--- src/rtl/tdc_meas_sched.sv ---
// Measurement scheduler: arms the TDC counters, waits for the snapshot strobe,
// and queues each multi-counter snapshot in a first-word fall-through FIFO.
module tdc_meas_sched #(
  parameter int CTR_NUMBER = 4,
  parameter int DATA_W     = 11,
  parameter int FIFO_DEPTH = 8,
  parameter int TIMEOUT_W  = 16
) (
  input  logic                         clocks,
  input  logic                         rst,
  input  logic                         start,
  input  logic                         abort,
  input  logic [7:0]                   num_meas,
  input  logic [TIMEOUT_W-1:0]         timeout,
  input  logic [CTR_NUMBER*DATA_W-1:0] snap_data,
  input  logic                         snap_valid,
  output logic                         arm,
  output logic                         busy,
  input  logic                         rd_en,
  output logic [CTR_NUMBER*DATA_W-1:0] rd_data,
  output logic                         empty,
  output logic                         full,
  output logic [7:0]                   meas_cnt,
  output logic                         timeout_err,
  output logic                         overflow
);
  localparam int SW = CTR_NUMBER * DATA_W;
  localparam int AW = $clog2(FIFO_DEPTH);

  typedef enum logic [2:0] {S_IDLE, S_ARM, S_WAIT, S_STORE, S_GAP} state_t;

  state_t               r_state, w_state_nx;
  logic [7:0]           r_num, r_cnt, w_cnt_inc;
  logic [TIMEOUT_W-1:0] r_tmo, r_timer;
  logic                 r_gap, r_tmo_err, r_ovf;
  logic [SW-1:0]        r_hold, r_rd_data, w_rd_data_nx;
  logic [SW-1:0]        r_mem [FIFO_DEPTH];
  logic [AW:0]          r_wr_ptr, r_rd_ptr, w_wr_ptr_nx, w_rd_ptr_nx;
  logic                 w_accept, w_tmo_hit, w_empty, w_full, w_wr, w_rd;

  assign w_accept    = (r_state == S_IDLE) && start && !abort;
  // snap_valid has priority over a coincident timeout
  assign w_tmo_hit   = (r_state == S_WAIT) && !snap_valid && (r_tmo != '0) &&
                       (r_timer == r_tmo - TIMEOUT_W'(1));
  assign w_cnt_inc   = (r_cnt == 8'hFF) ? r_cnt : r_cnt + 8'd1;

  assign w_empty     = (r_wr_ptr == r_rd_ptr);
  assign w_full      = (r_wr_ptr[AW] != r_rd_ptr[AW]) && (r_wr_ptr[AW-1:0] == r_rd_ptr[AW-1:0]);
  // a full FIFO still accepts when the head is popped in the same cycle
  assign w_wr        = (r_state == S_STORE) && (!w_full || rd_en);
  assign w_rd        = rd_en && !w_empty;
  assign w_wr_ptr_nx = r_wr_ptr + (AW+1)'(w_wr);
  assign w_rd_ptr_nx = r_rd_ptr + (AW+1)'(w_rd);

  assign arm         = (r_state == S_ARM) || (r_state == S_WAIT);
  assign busy        = (r_state != S_IDLE);
  assign empty       = w_empty;
  assign full        = w_full;
  assign rd_data     = r_rd_data;
  assign meas_cnt    = r_cnt;
  assign timeout_err = r_tmo_err;
  assign overflow    = r_ovf;

  // state register
  always_ff @(posedge clocks or negedge rst)
    if (!rst) r_state <= S_IDLE;
    else      r_state <= w_state_nx;

  // next-state decode; abort overrides every transition
  always_comb begin
    w_state_nx = r_state;
    case (r_state)
      S_IDLE:  if (start) w_state_nx = S_ARM;
      S_ARM:   w_state_nx = S_WAIT;
      S_WAIT:  if (snap_valid)     w_state_nx = S_STORE;
               else if (w_tmo_hit) w_state_nx = S_IDLE;
      S_STORE: w_state_nx = ((r_num != 8'd0) && (w_cnt_inc == r_num)) ? S_IDLE : S_GAP;
      S_GAP:   if (r_gap) w_state_nx = S_ARM;
      default: w_state_nx = S_IDLE;
    endcase
    if (abort) w_state_nx = S_IDLE;
  end

  // run parameters, timer, gap counter, counters and sticky flags
  always_ff @(posedge clocks or negedge rst)
    if (!rst) begin
      r_num     <= '0;
      r_tmo     <= '0;
      r_timer   <= '0;
      r_gap     <= 1'b0;
      r_cnt     <= '0;
      r_tmo_err <= 1'b0;
      r_ovf     <= 1'b0;
      r_hold    <= '0;
    end else begin
      r_timer <= (r_state == S_WAIT) ? r_timer + TIMEOUT_W'(1) : '0;
      r_gap   <= (r_state == S_GAP) ? !r_gap : 1'b0;
      if (r_state == S_WAIT && snap_valid) r_hold <= snap_data;
      if (w_accept) begin
        r_num     <= num_meas;
        r_tmo     <= timeout;
        r_cnt     <= '0;
        r_tmo_err <= 1'b0;
        r_ovf     <= 1'b0;
      end
      // a STORE completes even when abort arrives in the same cycle
      if (r_state == S_STORE) begin
        r_cnt <= w_cnt_inc;
        if (!w_wr) r_ovf <= 1'b1;
      end
      if (w_tmo_hit && !abort) r_tmo_err <= 1'b1;
    end

  // FIFO storage, not reset: contents are invalidated by the pointers
  always_ff @(posedge clocks)
    if (w_wr) r_mem[r_wr_ptr[AW-1:0]] <= r_hold;

  // registered head: bypass a write into an empty slot, otherwise hold when empty
  always_comb begin
    w_rd_data_nx = r_rd_data;
    if (w_wr && (w_rd_ptr_nx == r_wr_ptr))  w_rd_data_nx = r_hold;
    else if (w_rd_ptr_nx != w_wr_ptr_nx)    w_rd_data_nx = r_mem[w_rd_ptr_nx[AW-1:0]];
  end

  // FIFO pointers and head register
  always_ff @(posedge clocks or negedge rst)
    if (!rst) begin
      r_wr_ptr  <= '0;
      r_rd_ptr  <= '0;
      r_rd_data <= '0;
    end else begin
      r_wr_ptr  <= w_wr_ptr_nx;
      r_rd_ptr  <= w_rd_ptr_nx;
      r_rd_data <= w_rd_data_nx;
    end
endmodule
--- config.mk ---
export PLATFORM = sky130hd
export DESIGN_NAME = tdc_meas_sched
export DESIGN_NICKNAME = d
export VERILOG_FILES = /design/src/rtl/tdc_meas_sched.sv
export SDC_FILE = /design/constraint.sdc
export NUM_CORES = 1
export LEC_CHECK = 0
export ABC_AREA = 1
export ABC_CLOCK_PERIOD_IN_PS = 4400
export CORE_UTILIZATION = 45
export DETAILED_ROUTE_END_ITERATION = 16
export GPL_ROUTABILITY_DRIVEN = 0
export HOLD_SLACK_MARGIN = 0.03
export PLACE_DENSITY = 0.62
export SKIP_CTS_REPAIR_TIMING = 1
export SLEW_MARGIN = 25
export SYNTH_ARGS = -nofsm -noshare
export SYNTH_HDL_FRONTEND = slang
export SYNTH_SLANG_ARGS = --single-unit
--- constraint.sdc ---
create_clock -name clocks -period 4.4 [get_ports clocks]
set_input_delay 0.44 -clock clocks [delete_from_list [all_inputs] [get_ports clocks]]
set_output_delay 0.44 -clock clocks [all_outputs]
set_load 0.05 [all_outputs]
==> After elaboration in Yosys (flattened, before gate mapping) <==
Memories as Yosys holds them, arrays and structs flattened.
Index checks and enable logic that the tools add are counted.
{ "totals": {"reg_bits": 150, "mem_bits_rw": 352, "in_bits": 74, "out_inout_bits": 58, "mem_count": 1} }
{ "memory_table": {"columns": ["name", "depth", "word_bits", "read_ports", "rd_clocked_by_memory_dff", "write_ports", "line", "rtl"], "rows": [
  ["r_mem", 8, 44, 1, 0, 1, "37", "logic [SW-1:0] r_mem [FIFO_DEPTH];"]
]} }
{ "classes": {"n_addsub": 5, "n_eq_ne": 15, "n_mux": 21, "n_reduce_logical": 27} }
{ "ops": {"columns": ["operator", "count"], "rows": [
  ["2-to-1 mux 44 bit", 2],
  ["2-to-1 mux 8 bit", 3],
  ["2-to-1 mux 3 bit", 6],
  ["adder 16 x 1 -> 16 bit, second input constant", 1],
  ["== test 16 bit", 1],
  ["2-to-1 mux 16 bit", 1],
  ["nonzero test 16 bit", 1],
  ["subtractor 16 x 1 -> 16 bit, second input constant", 1],
  ["one-hot mux 3 bit (5 select lines)", 1],
  ["logical AND 1 bit", 12],
  ["adder 4 x 1 -> 4 bit", 2],
  ["adder 8 x 1 -> 8 bit, second input constant", 1],
  ["== test 4 bit", 2],
  ["== test 8 bit", 1],
  ["== test 8 bit, second input constant", 1],
  ["2-to-1 mux 1 bit", 8],
  ["nonzero test 8 bit", 1],
  ["== test 3 x 2 -> 1 bit, second input constant", 2],
  ["!= test 3 bit, second input constant", 2],
  ["nonzero test 2 bit", 3],
  ["logical NOT 1 bit", 5],
  ["!= test 4 bit", 1],
  ["!= test 4 bit, second input constant", 1],
  ["== test 3 x 1 -> 1 bit, second input constant", 1],
  ["other kinds (7)", 8]
]} }

==> Depth between registers and ports, before layout <==
{ "logic_depth": {"word_depth": 9, "depth_mapped": 21, "ltp_nobuf": 19} }

==> Worst setup path before layout <==
OpenSTA, ideal clock, no wires.
{ "synth_timing": {"kind": "register to register", "from": "register r_wr_ptr[1]", "to": "memory r_mem[0][0] (netlist name) (enable)", "setup_time_ns": 0.445, "arrival_ns": 3.412, "path_slack_ns": 0.543, "path_stages_with_launch": 11, "path_cell_list": "dfrtp_1 -> inv_2 -> or2_1 -> nand3_1 -> nor2_1 -> inv_1 -> nor2_1 -> nand2_1 -> nand2_1 -> or2_2 -> nor2_1"} }
{ "synth_via": {"elab_chain_cells": 7} }
{ "synth_rtl": {"columns": ["element", "line", "rtl"], "rows": [
  ["from (decl)", "38", "logic [AW:0] r_wr_ptr, r_rd_ptr, w_wr_ptr_nx, w_rd_ptr_nx;"],
  ["from (signal assigned)", "132", "r_wr_ptr <= w_wr_ptr_nx;"],
  ["== test 3 bit", "48", "assign w_full = (r_wr_ptr[AW] != r_rd_ptr[AW]) && (r_wr_ptr[AW-1:0] == r_rd_ptr[AW-1:0]);"],
  ["logical AND 1 bit", "48", null],
  ["via full", "22", "output logic full,"],
  ["logical NOT 1 bit", "50", "assign w_wr = (r_state == S_STORE) && (!w_full || rd_en);"],
  ["logical OR 1 bit", "50", null],
  ["logical AND 1 bit", "50", null],
  ["2-to-1 mux 1 bit", "116", "if (w_wr) r_mem[r_wr_ptr[AW-1:0]] <= r_hold;"],
  ["2-to-1 mux 1 bit (implied by the code)", "116", null],
  ["to (decl)", "37", null]
]} }
The timed path passes the listed nets, and every way through them passes these cells.

==> Worst setup path after layout <==
{ "layout_timing": {"from": "register r_wr_ptr[1]", "to": "register r_rd_data[40], in the netlist rd_data[40]"} }
{ "layout_via": {"elab_cells_between_ends": 17} }
{ "layout_lines": {"columns": ["element", "line", "rtl"], "rows": [
  ["== test 4 bit (*)", "47", "assign w_empty = (r_wr_ptr == r_rd_ptr);"],
  ["logical NOT 1 bit (*)", "51", "assign w_rd = rd_en && !w_empty;"],
  ["logical AND 1 bit (*)", "51", null],
  ["adder 4 x 1 -> 4 bit (*)", "53", "assign w_rd_ptr_nx = r_rd_ptr + (AW+1)'(w_rd);"],
  ["via w_rd_ptr_nx[1]", "38", null],
  ["memory read (8 x 44 bit) or == test 4 bit (tied branches)", null, null],
  ["2-to-1 mux 44 bit or logical AND 1 bit (tied branches)", "122, 121", null],
  ["2-to-1 mux 44 bit or nonzero test 2 bit (tied branches)", null, null],
  ["to (signal assigned)", "134", "r_rd_data <= w_rd_data_nx;"],
  ["to (decl)", "36", "logic [SW-1:0] r_hold, r_rd_data, w_rd_data_nx;"]
]} }
The timed path passes the listed nets; every way through them passes the cells marked *. The select of a mux whose other input is x is not followed.
A chain may end at the register's enable or synchronous reset.

==> summary.txt <==
Placement
  – Setup WS pre-CTS: 935 ps
  – Post-DP HPWL: 28100 um
  – Port bufs: 131

Cells and area
  – Synthesis-to-finish area growth: 17.5%
  – Fin util: 0.539
  – Commonest non-fill, non-tap cells in the layout: 486 x nand2_1, 352 x edfxtp_1, 258 x nor2_1
  – # diodes: 0
  – Nets: 2176
  – Most common cell after layout, fill and taps aside: nand2_1
  – Fraction of final layout cells sized beyond drive strength 1: 0.0585
  – Fillers: 3970

Floorplanning
  – Core footprint: 45700 um2
  – Row cnt: 78
  – DIE HEIGHT: 218 um
  – Io pins: 132
  – Die width: 218 um
  – Full die area: 47500 um2
  – Starting Density: 0.459

Drt
  – Detailed Route WL: 52100 um
  – Vias: 14900
  – Routed Antenna Nets: 0
  – 1st-pass router iterations: 5
  – Post-route DRC: 0
  – Vias per std cell: 5.44
  – Starting DRT DRC Count: 1330
  – WL/cell: 19.0 um

Worst setup path
  – Critical path buffers and inverters: 5
  – RR Startpoint: r_wr_ptr[1]
  – Crit path max-delay family: simple AND/OR/NAND/NOR gates
  – Crit path launch: r_wr_ptr[1]
  – CP Cell Sequence: inv_2, or2_1, nand3_1, nor2_1, inv_1, nor2_1, nor2_1, ha_4, ha_2, inv_2, buf_4, nand2_1, nand4_1, nor3_4, buf_12, a21oi_1, nand2_1, nand3_1
  – Crit path kind: reg -> reg
  – CP most frequent cell: nor2_1
  – Slowest CP cell: dfrtp_1
  – CP Capture Type: flop
  – Stages on the worst setup path: 18
  – Critical Path RT: 4860 ps
  – CP startpoint kind: flop
  – Worst r2r path cells: 18
  – WP data arrival: 3920 ps
  – Crit path largest cell delay: 440 ps
  – Worst r2r dst: rd_data[40]
  – R2r setup slk: 940 ps
  – Crit path max fanout: 88
  – Worst Setup EP: rd_data[40]

Logic synthesis
  – Adder-Cell Fraction of Synth Area: 0.00477
  – Ys flop type: edfxtp_1
  – Syn_nets: 2067
  – Number of synthesized register bits: 502
  – Mapped cell area: 21000 um2
  – Largest family of logic cells by synthesized area: simple AND/OR/NAND/NOR gates
  – Post-synth ARST share: 0.299
  – Post-synth EDFFs: 352
  – Complex-gate fraction of the synthesized area: 0.0926
  – XOR/XNOR share of the synthesized area: 0.0117
  – Cells after synthesis: 1985
  – Simple-gate share of the synthesized area: 0.173
  – Sequential area share after synthesis: 0.683
  – Synth unique cells: 32
  – Syn avg cell area: 10.6 um2
  – Post-synthesis mux area share: 0
  – Yosys Warn Count: 0

Clock network
  – Clock slew at reported path FFs: 60 ps
  – Clk root buf: clkbuf_16
  – TritonCTS clock tree: yes
  – Worst skew pair latency: 600 ps
  – CTS Sinks: 502
  – Clock Path Buffers: 3
  – Max H-tree Level: 2
  – Total CTS buffers: 52

STA
  – Final hold violations: 0
  – Slew of the pin with the lowest slew margin: 1040 ps
  – Max-slew headroom: 0.308
  – Slew Viols, Final: 0
  – Final Cycle Share: 0.786
  – Min cycle time layout: 3460 ps
  – RSZ-0062 raised after global routing: false
  – Max Clk Rate: 0.289 GHz
  – Final Worst Setup Slack: 941 ps
  – Final setup TNS: 0 ps
  – Final Skew: 23.1 ps
  – Setup-failing EPs final: 0

Global route
  – Antenna violations before repair: 0
  – Largest net degree at the start of global routing: 178
  – Remaining Overflow, GRT: 0
  – First-pass GRT wire length: 80900 um
  – Vias in the first global route: 14400
  – All-Layer GR Usage: 0.222

Power and ir drop
  – Reg power frac: 0.369
  – Combinational share of power: 0.406
  – Psw: 7870 uW
  – Switching part of the total power: 0.413
  – Max rail drop VDD: 1.09 mV
  – Power Dens Cells: 774 nW/um2
  – Cell Int Power: 11200 uW
  – Clock Power Share: 0.225
  – Leak: 0.00934 uW

Hold path
  – Worst Hold Class: in -> reg

Run
  – Maxcap violations: 0

Status
  – Status: complete, no violations
## cell type report
| type | count | area [um2] | share of cell area |
|---|---|---|---|
| clock buffers | 76 | 1440 | 0.0585 |
| clock inverters | 21 | 216 | 0.00878 |
| inverters | 74 | 282 | 0.0114 |
| multi-input cells | 1304 | 6020 | 0.244 |
| flip-flops and latches | 502 | 14300 | 0.581 |
| well taps | 600 | 751 | 0.0305 |
| repair buffers | 160 | 1610 | 0.0653 |
## cell usage after synthesis, types with 7 or more instances
master | number | share of area
o21ai_0 | 183 | 0.044
o21ai_1 | 27 | 0.0064
nand3_1 | 124 | 0.030
nand3b_1 | 7 | 0.0025
ha_1 | 8 | 0.0048
buf_2 | 15 | 0.0036
nor3_1 | 7 | 0.0017
a21oi_1 | 56 | 0.013
edfxtp_1 | 352 | 0.50
nand2_1 | 486 | 0.087
xor2_1 | 16 | 0.0067
nor2_1 | 267 | 0.048
buf_1 | 8 | 0.0014
xnor2_1 | 12 | 0.0050
buf_4 | 7 | 0.0025
inv_1 | 67 | 0.012
o22ai_1 | 95 | 0.028
clkbuf_1 | 73 | 0.013
dfrtp_1 | 150 | 0.18
## logic make-up after synthesis
kind of cell	count (synthesis)
AND/OR/NAND/NOR	905
flip-flops	502
AO/OA/AOI/OAI	363
buffers and inverters	179
XOR/XNOR	28
adder cells (fa/ha/maj)	8
## through the flow
stage          instance area, um2  hold WS (ps)  instances  power (uW)
6_report                    24600           378       2737       19100
4_1_cts                     24600         -56.9       2736       19200
5_1_grt                     24600           382       2737       20300
2_1_floorplan               21000           144       1985       12400
3_3_place_gp                23000           439       2639       14600
3_5_place_dp                23000           450       2639       14800
## worst reg2reg max path, delay by kind of cell, from the launching register on
family / cells / cell delay, ps
AND/OR/NAND/NOR: 10 / 1220
buffers and inverters: 5 / 990
AO/OA/AOI/OAI: 1 / 140
flip-flops: 1 / 440
adder cells (fa/ha/maj): 2 / 520
## routing by layer
layer | up-vias | part of all wire | track usage
li1 | 7067 | - | -
met1 | 7286 | 0.45 | 0.308
met2 | 466 | 0.46 | 0.355
met3 | 76 | 0.070 | 0.0449
met4 | 0 | 0.018 | 0.0583
met5 | - | 0 | 0
## state kept, by name (all words and copies together), names as in the netlist
signal / count
r_gap: 1
timeout_err: 1
r_wr_ptr: 4
r_num: 8
r_mem: 352
meas_cnt: 8
r_tmo: 16
overflow: 1
r_hold: 44
rd_data: 44
r_state: 3
r_timer: 16
r_rd_ptr: 4
## power groups by stage
stage	registers, uW	logic, uW	clock network (uW)
floorplan	7500	4880	0
global placement	7100	7540	0
detailed placement	7140	7710	0
CTS	7050	7750	4350
global route	7150	8630	4530
finish	7040	7730	4290
## worst min-delay path by stage
stage                   from           to  slack (ps)  depth (start not counted)
4_1_cts                  rst   r_hold[36]         -60                          1
2_1_floorplan            rst  meas_cnt[0]         140                          0
6_report       snap_data[20]   r_hold[20]         380                          3
5_1_grt        snap_data[15]   r_hold[15]         380                          3
3_5_place_dp           r_gap        r_gap         450                          1
3_3_place_gp           r_gap        r_gap         440                          1
(Power assumes the default switching activity.)
